## config.mk

```make
export PLATFORM = sky130hd
export DESIGN_NAME = seq_detect_ctrl
export DESIGN_NICKNAME = d
export VERILOG_FILES = /design/src/rtl/seq_detect_ctrl.sv
export SDC_FILE = /design/constraint.sdc
export NUM_CORES = 1
export LEC_CHECK = 0
export CAP_MARGIN = 20
export CORE_UTILIZATION = 49
export CTS_CLUSTER_DIAMETER = 30
export DETAILED_ROUTE_END_ITERATION = 7
export GPL_ROUTABILITY_DRIVEN = 0
export PLACE_DENSITY = 0.79
export RECOVER_POWER = 100
export SLEW_MARGIN = 20
export SYNTH_ARGS = -nofsm -noshare
export SYNTH_HDL_FRONTEND = slang
export SYNTH_SLANG_ARGS = --single-unit
```

## constraint.sdc

```tcl
create_clock -name clk -period 2.25 [get_ports clk]
set_input_delay 0.5625 -clock clk [delete_from_list [all_inputs] [get_ports clk]]
set_output_delay 0.5625 -clock clk [all_outputs]
set_load 0.005 [all_outputs]
```

## src/rtl/seq_detect_ctrl.sv

```systemverilog
// rtl/seq_detect_ctrl.sv - serial pattern detector with match counter and target-based completion
// Define SEQ_DETECT_OVERLAP_EN to keep the fill count after a match (overlapping detection).
module seq_detect_ctrl #(
  parameter int PAT_W = 8,
  parameter int CNT_W = 8
) (
  input  logic             clk,
  input  logic             reset,
  input  logic             cfg_valid,
  output logic             cfg_ready,
  input  logic [PAT_W-1:0] cfg_pattern,
  input  logic [3:0]       cfg_len,
  input  logic [CNT_W-1:0] cfg_target,
  input  logic             start,
  input  logic             abort,
  input  logic             bit_valid,
  input  logic             bit_in,
  output logic             busy,
  output logic             match,
  output logic [CNT_W-1:0] match_count,
  output logic             done,
  output logic             err
);

  localparam int FILL_W = $clog2(PAT_W + 1);

  typedef enum logic [1:0] {
    S_IDLE,
    S_CONFIGURED,
    S_ARMED,
    S_DONE
  } state_t;

  state_t             state_q, state_d;
  logic [PAT_W-1:0]   pat_q, pat_d;
  logic [3:0]         len_q, len_d;
  logic [CNT_W-1:0]   target_q, target_d;
  logic [PAT_W-1:0]   hist_q, hist_d;
  logic [FILL_W-1:0]  fill_q, fill_d;
  logic [CNT_W-1:0]   count_q, count_d;
  logic               match_q, match_d;
  logic               err_q, err_d;

  logic               cfg_fire;
  logic               cfg_bad;
  logic [PAT_W-1:0]   len_mask;
  logic [PAT_W-1:0]   hist_shift;
  logic [FILL_W-1:0]  fill_inc;
  logic [CNT_W-1:0]   count_inc;
  logic               hit;

  assign cfg_ready   = (state_q != S_ARMED);
  assign busy        = (state_q == S_ARMED);
  assign done        = (state_q == S_DONE);
  assign match       = match_q;
  assign match_count = count_q;
  assign err         = err_q;

  assign cfg_fire = cfg_valid && cfg_ready;
  assign cfg_bad  = (cfg_len == 4'd0) || (int'(cfg_len) > PAT_W);

  always_comb begin
    len_mask = '0;
    for (int i = 0; i < PAT_W; i++) begin
      len_mask[i] = (i < int'(len_q));
    end
  end

  // Compare against the history as it will look after this bit is shifted in.
  always_comb begin
    hist_shift    = hist_q << 1;
    hist_shift[0] = bit_in;
    fill_inc      = (int'(fill_q) < PAT_W) ? fill_q + 1'b1 : fill_q;
    count_inc     = (count_q == '1) ? count_q : count_q + 1'b1;
    hit           = (((hist_shift ^ pat_q) & len_mask) == '0) &&
                    (int'(fill_inc) >= int'(len_q));
  end

  always_comb begin
    state_d  = state_q;
    pat_d    = pat_q;
    len_d    = len_q;
    target_d = target_q;
    hist_d   = hist_q;
    fill_d   = fill_q;
    count_d  = count_q;
    err_d    = err_q;
    match_d  = 1'b0;

    if (cfg_fire) begin
      if (cfg_bad) begin
        err_d = 1'b1;
      end else begin
        pat_d    = cfg_pattern;
        len_d    = cfg_len;
        target_d = cfg_target;
        err_d    = 1'b0;
        state_d  = S_CONFIGURED;
      end
    end else if (start && (state_q == S_CONFIGURED || state_q == S_DONE)) begin
      state_d = S_ARMED;
      hist_d  = '0;
      fill_d  = '0;
      count_d = '0;
    end else if (state_q == S_ARMED) begin
      if (abort) begin
        state_d = S_CONFIGURED;
      end else if (bit_valid) begin
        hist_d = hist_shift;
        fill_d = fill_inc;
        if (hit) begin
          match_d = 1'b1;
          count_d = count_inc;
`ifdef SEQ_DETECT_OVERLAP_EN
          fill_d  = fill_inc;
`else
          fill_d  = '0;
`endif
          if ((target_q != '0) && (count_inc == target_q)) begin
            state_d = S_DONE;
          end
        end
      end
    end
  end

  always_ff @(posedge clk or posedge reset) begin
    if (reset) begin
      state_q  <= S_IDLE;
      pat_q    <= '0;
      len_q    <= '0;
      target_q <= '0;
      hist_q   <= '0;
      fill_q   <= '0;
      count_q  <= '0;
      match_q  <= 1'b0;
      err_q    <= 1'b0;
    end else begin
      state_q  <= state_d;
      pat_q    <= pat_d;
      len_q    <= len_d;
      target_q <= target_d;
      hist_q   <= hist_d;
      fill_q   <= fill_d;
      count_q  <= count_d;
      match_q  <= match_d;
      err_q    <= err_d;
    end
  end

endmodule

```

* Word level (Yosys, flattened, before mapping)
Cells that the tools add are included.
Cells by class: $add $sub $neg 2, $mul 0, div/mod/pow operators 0, order comparisons 11, equal/unequal tests 8, shifts and indexed selects 0, mux-type cells 31, bitwise gates (word level) 4, reduce and logical (&&, ||, !) cells 20
Operators by type and width (number):
- 2-to-1 mux 8 bit | 6
- 2-to-1 mux 7 bit | 4
- 2-to-1 mux 4 bit | 6
- less-than comparator 3 x 4 -> 1 bit, first input constant | 4
- 2-to-1 mux 2 bit | 8
- nonzero test 4 bit | 3
- AND reduction 5 bit | 2
- adder 8 x 1 -> 8 bit, second input constant | 1
- AND 8 bit | 1
- == test 8 bit | 1
- == test 8 bit, second input constant | 1
- zero test 8 bit | 1
- less-than comparator 1 x 4 -> 1 bit, first input constant | 2
- less-than comparator 2 x 4 -> 1 bit, first input constant | 2
- nonzero test 8 bit | 1
- XOR 8 bit | 1
- 2-to-1 mux 1 bit | 7
- nonzero test 2 bit | 3
- adder 4 x 1 -> 4 bit, second input constant | 1
- == test 2 bit, second input constant | 2
- greater-or-equal comparator 4 bit | 1
- > comparator 4 bit, second input constant | 1
- logical AND 1 bit | 4
- zero test 4 bit | 1
- 9 further kinds | 12
Word-level totals: register bits after elaboration 43, latch bits 0, bits in writable memories 0, ROM bits 0, logic and storage cells 85, memories kept 0

* Longest topological paths before layout
Gate-level depths: netlist of run 1.
depth in word-level cells 11, mapped depth 11, gate-level depth less buffers 10

* Least setup slack after synthesis of run 1
OpenSTA, ideal clock, no wires.
path type flip-flop to flip-flop, start point reg fill_q[0], end point reg count_q[3], in the netlist match_count[3], library setup time 0.078 ns, arrival time 2.323 ns, data required time 2.172 ns, slack -0.151 ns, cell stages (with the launch flop) 10, clock period less this slack 2.401 ns, path through dfrtp_1 -> ha_1 -> mux2_2 -> ha_1 -> a2111oi_0 -> nand4b_2 -> nor3_2 -> buf_6 -> a41o_1 -> a21oi_1
Between the ends: cells in the longest elaborated chain, start to end 6
Ends and longest elaborated chain:
- from (decl) | RTL line 39 | logic [FILL_W-1:0] fill_q, fill_d;
- from (signal assigned) | RTL line 144 | fill_q <= fill_d;
- adder 4 x 1 -> 4 bit or less-than comparator 4 bit (tied branches) | RTL line 73 | fill_inc = (int'(fill_q) < PAT_W) ? fill_q + 1'b1 : fill_q;
- 2-to-1 mux 4 bit (*) | RTL line 73
- greater-or-equal comparator 4 bit (*) | RTL line 76 | (int'(fill_inc) >= int'(len_q));
- logical AND 1 bit (*) | RTL line 75 | hit = (((hist_shift ^ pat_q) & len_mask) == '0) &&
- nonzero test 2 bit (no source line) (*)
- AND reduction 5 bit (no source line) (*)
- to (signal assigned) | RTL line 145 | count_q <= count_d;
- to (decl) | RTL line 40 | logic [CNT_W-1:0] count_q, count_d;
Mark *: on every way between the ends. The rest lies on a longest branch, timed or not. A chain may end at the register's enable or synchronous reset.

* Worst setup path after layout of run 1
start point reg fill_q[1], end point reg fill_q[0]
Between the ends: cells in the longest elaborated chain, start to end 9
Ends and longest elaborated chain:
- adder 4 x 1 -> 4 bit or less-than comparator 4 bit (tied branches) | RTL line 73
- 2-to-1 mux 4 bit (*) | RTL line 73
- greater-or-equal comparator 4 bit | RTL line 76
- logical AND 1 bit | RTL line 75
- 2-to-1 mux 4 bit (*) | RTL line 111 | if (hit) begin
- 2-to-1 mux 4 bit (*) | RTL line 108 | end else if (bit_valid) begin
- 2-to-1 mux 4 bit (*) | RTL line 106 | if (abort) begin
- 2-to-1 mux 4 bit (*) | RTL line 105 | end else if (state_q == S_ARMED) begin
- 2-to-1 mux 4 bit (*) | RTL line 100 | end else if (start && (state_q == S_CONFIGURED || state_q == S_DONE)) begin
Mark *: on every way between the ends. The rest lies on a longest branch, timed or not. The select of a mux whose other input is x is not followed.

==> results of run 1 <==
[logic make-up after synthesis]
kind of cell	Yosys count	share of synthesized area
AND/OR/NAND/NOR	89	0.185
XOR/XNOR	19	0.0679
AO/OA/AOI/OAI	54	0.162
adder cells (fa/ha/maj)	6	0.0293
multiplexers	23	0.0997
buffers and inverters	20	0.0357
flip-flops	43	0.420
[final cells by class]
type	instances	area [um^2]	area share
inverter	6	22.5	0.00664
tap	67	83.8	0.0247
sequential	43	1080	0.317
timing repair buffer	65	586	0.173
multi-input combinational	191	1540	0.455
clock inverter	1	5.00	0.00148
clock buffer	7	76.3	0.0225
[synthesized netlist by cell type, types with 3 or more instances]
library cell	number
ha_1	6
xor2_1	7
clkbuf_1	4
mux2i_1	3
nand2_1	31
dfrtp_1	43
and2_1	5
nor2_1	10
o21a_1	3
nor3_1	4
a21oi_1	14
nand3_1	9
nand2b_1	5
mux2_1	19
and3_1	4
buf_2	7
nor2b_1	3
xnor2_1	11
nand3b_1	3
a41o_1	3
nand4_1	3
a31oi_1	7
inv_1	5
[sequential cells by signal (all words and copies together) (netlist names)]
name / count
match_count: 8
fill_q: 4
match: 1
pat_q: 8
hist_q: 7
len_q: 4
state_q: 2
err: 1
target_q: 8
[power by group through the flow]
stage | sequential, mW | clock [mW] | combinational, mW
floorplan | 1.18 | 0 | 1.17
global placement | 1.22 | 0 | 1.54
detailed placement | 1.23 | 0 | 1.57
CTS | 1.22 | 0.489 | 1.71
global route | 1.26 | 0.520 | 1.99
finish | 1.22 | 0.474 | 1.83
[metal layers]
metal / GRT usage / vias to the layer above / wire (um)
met5: 0 / - / 0
met4: 0.0901 / 0 / 150
met3: 0.0488 / 15 / 255
met2: 0.369 / 68 / 2710
met1: 0.317 / 1057 / 2730
li1: - / 1037 / -
[timing repair]
action / CTS / global route
setup endpoints to repair: 14 / 14
hold endpoints to repair: 0 / 0
resized for setup: 7 / 15
buffers inserted: 2 / 4
cloned: 1 / 0
pin swaps: 6 / 3
[placed cells by master (no fill, tap or decap), types with 4 or more instances in the layout]
cell             instances
nor2_1                  10
nand2_1                 31
and3_1                   4
xor2_1                   7
inv_1                    6
a21oi_1                  8
xnor2_1                 10
ha_1                     5
clkbuf_8                 5
nand2b_1                 4
dlygate4sd3_1           13
mux2_1                  19
a21oi_2                  6
nor3_1                   4
clkbuf_1                 4
buf_6                    4
buf_4                   17
clkdlybuf4s50_1         26
nand3_1                  9
dfrtp_1                 43
[worst max-delay path by stage]
stage	start	end	slack [ps]
finish	fill_q[1]$_DFFE_PP0P_	fill_q[0]$_DFFE_PP0P_	-160
global route	fill_q[1]$_DFFE_PP0P_	fill_q[0]$_DFFE_PP0P_	-230
CTS	fill_q[1]$_DFFE_PP0P_	match_count[2]$_DFFE_PP0P_	-80
detailed placement	bit_in	match_count[4]$_DFFE_PP0P_	-160
global placement	bit_in	match_count[1]$_DFFE_PP0P_	-160
floorplan	fill_q[0]$_DFFE_PP0P_	match_count[2]$_DFFE_PP0P_	-70
[worst register-to-register path, delay by kind of cell, from the launching register on]
family | cells | cell delay (ps)
AOI/OAI and AO/OA | 4 | 540
adders and majority gates | 2 | 560
buffers and inverters | 2 | 320
and+or+nand+nor | 1 | 220
muxes | 1 | 290
DFF | 1 | 390
==> results by stage, run 1 <==
Status:
- The run finished, with violations left.
- The checks that failed: setup timing.

Logic synthesis:
- The cell taking the most area after synthesis is dfrtp_1.
- In this run, synthesis inferred 0 flip-flops with an integrated enable.
- The average instance area after synthesis is 10.1 um^2.
- The number of nets in the synthesized netlist is 287.
- The prevailing post-synth register cell is dfrtp_1.
- Synthesis handed over a netlist of 254 instances.
- The share of the synthesized area in the top cell type is 0.420.
- The post-synthesis cell type count is 59.
- After synthesis, the cell types taking the most area are dfrtp_1 42%, mux2_1 8.4%, nand2_1 4.5%.
- Synthesis inferred 43 register bits.
- The total standard cell area after synthesis is 2560 um^2.
- For this run, the register share of the synthesized area comes to 0.420.
- The count of yosys warnings during synthesis is 0.
- Counting flops with an async set or reset pin after synthesis yields a share of 1.00.

STA:
- At the pin with the least slew margin, the transition time is 1080 ps.
- Setup violations remaining at the end of the flow were counted as 18.
- The maximum frequency from static timing analysis is 0.415 GHz.
- Setup repair after global routing could not meet its margin everywhere.
- The number of pins with negative max-slew slack in the final report is 0.
- After layout, the minimum clock period comes to 2410 ps.
- Hold is met by 492 ps.
- Across the routed clock network, the largest skew measured is 4.16 ps.
- The summed negative setup slack over all endpoints is -1060 ps.
- Measured against its own limit, the worst slew margin works out to 0.279.
- Dividing the final minimum period by the clock period gives 1.07.
- In the post-route analysis, the smallest setup slack over all paths is -160 ps.
- The hold violation count in the final report was 0.

Power:
- In this run the power spent charging and discharging nets is 1.34 mW.
- The power density over cell area is 1040 nW/um^2.
- Of the total power, the share spent switching nets is 0.379.
- The share of total power dissipated in sequential elements is 0.346.
- The analysis attributes to cell leakage a power of 1.50 nW.
- The worst voltage drop across the vdd grid is 0.000513 V.
- The proportion of power drawn by combinational gates is 0.520.
- The internal cell power is 2.19 mW.
- Of the total power, the clock network draws 0.134.
- The power consumption is 3.52 mW.

Critical path:
- The nature of the critical path endpoint is a flip-flop.
- The number of buffer and inverter stages on the critical path is 2.
- Along the worst path, the maximum fanout reaches 4.
- The count of cell instances traversed by the critical path is 10.
- The worst register-to-register path begins at fill_q[1]$_DFFE_PP0P_.
- The critical path launch point type is a flip-flop.
- STA puts the critical path data arrival time at 2610 ps.
- Among all stages on the critical path, the largest delay is contributed by dfrtp_1.
- For the worst setup path, the data required time is 2450 ps.
- In this run the register-to-register setup slack is -160 ps.
- Grouping stages by cell kind, the critical path spends the most delay in adder cells.
- On the worst path, the slowest cell contributes a delay of 390 ps.
- The worst reg-to-reg path cell count is 10.
- The most prevalent standard cell on the critical path is buf_6.
- The kind of critical path is reg2reg.
- The reg-to-reg endpoint is fill_q[0]$_DFFE_PP0P_.
- The critical path goes through ha_1 -> mux2_4 -> ha_4 -> a2111oi_4 -> nand4b_4 -> buf_6 -> o31ai_4 -> buf_6 -> a21oi_2 -> a21o_1.

Floorplan:
- After floorplanning, the core was divided into 25 placement rows.
- The die outline area is 5520 um^2.
- The height of the die is 74.3 um.
- In this run the horizontal extent of the chip is 74.3 um.
- The starting density of the core is 0.525.
- The number of top-level design ports is 40.
- In this run the standard cell core region covers 4880 um^2.

Layout:
- The repair_antennas step left the layout with diodes totalling 0.
- After routing the design area is 3390 um^2.
- In the final layout, the share of cells above drive strength 1 is 0.198.
- The area growth from synthesis to layout is 32.5%.
- The net total in the final layout is 345.
- Once layout is complete, the cells apart from fillers number 380.
- The utilization after layout is 0.695.
- After filler insertion, the fill cell instance count of the layout stands at 393.

Clocking:
- The CTS buffer count is 5.
- The clock reaches the later pin of the worst-skew pair after 300 ps.
- The clock tree root buffer cell is clkbuf_8.
- The total number of clock tree sinks is 43.
- Clock-pin slew was measured on the worst setup and hold paths at 80 ps.
- The quantity of hold-fixing buffers added after cts is 0.
- No sink is reached through more buffers than the 2 on the longest clock path.
- The H-tree depth reported by CTS is 2.
- TritonCTS built the clock tree.

Routing:
- Dividing the detail-routed via count by the number of cells gives 5.73.
- Before antenna repair, the detailed router went through 4 iterations.
- For this block, the initial DRC count from the detailed router was 104.
- Once detail routing completed, the nets flagged for antenna violations numbered 0.
- Summed over all layers, the routed wires come to 5850 um.
- In the routed design, unresolved DRC markers number 0.
- The vias after detailed routing is 2177.
- Dividing the detail-routed wire length by the instance count gives 15.4 um.

GRT:
- In the global route stage, overall resource usage came out at 0.234.
- Entering global routing, the biggest net connects 44 pins.
- The via count of the first global-routing pass is 2094.
- The overflow left after global routing is 0.
- The number of antenna violations at the first check in global routing is 0.
- The first global-routing pass estimated 9670 um of wire.

Min path:
- The worst hold path belongs to the class reg2reg.
- The worst hold path terminates at err$_DFFE_PP0P_.
- The worst hold path depth is 1.
- The worst hold path startpoint is err$_DFFE_PP0P_.

Job:
- Max-cap violations in this run came to 0.

Place:
- The count of buffers inserted at the top-level ports is 39.
- Timing analysis after detailed placement gives a worst setup slack of -162 ps.
- The final HPWL from detailed placement is 4090 um.
- The number of placed instances, taps included, is 365.
- The placed cell area is 3160 um^2.
No activity file was read; power rests on OpenSTA's default activity.
==> run 2, diff against run 1 <==
CTS_CLUSTER_DIAMETER = unset   (was 30)
==> results of run 2 <==
Final layout, timing and power as in run 1 (identical DEF).
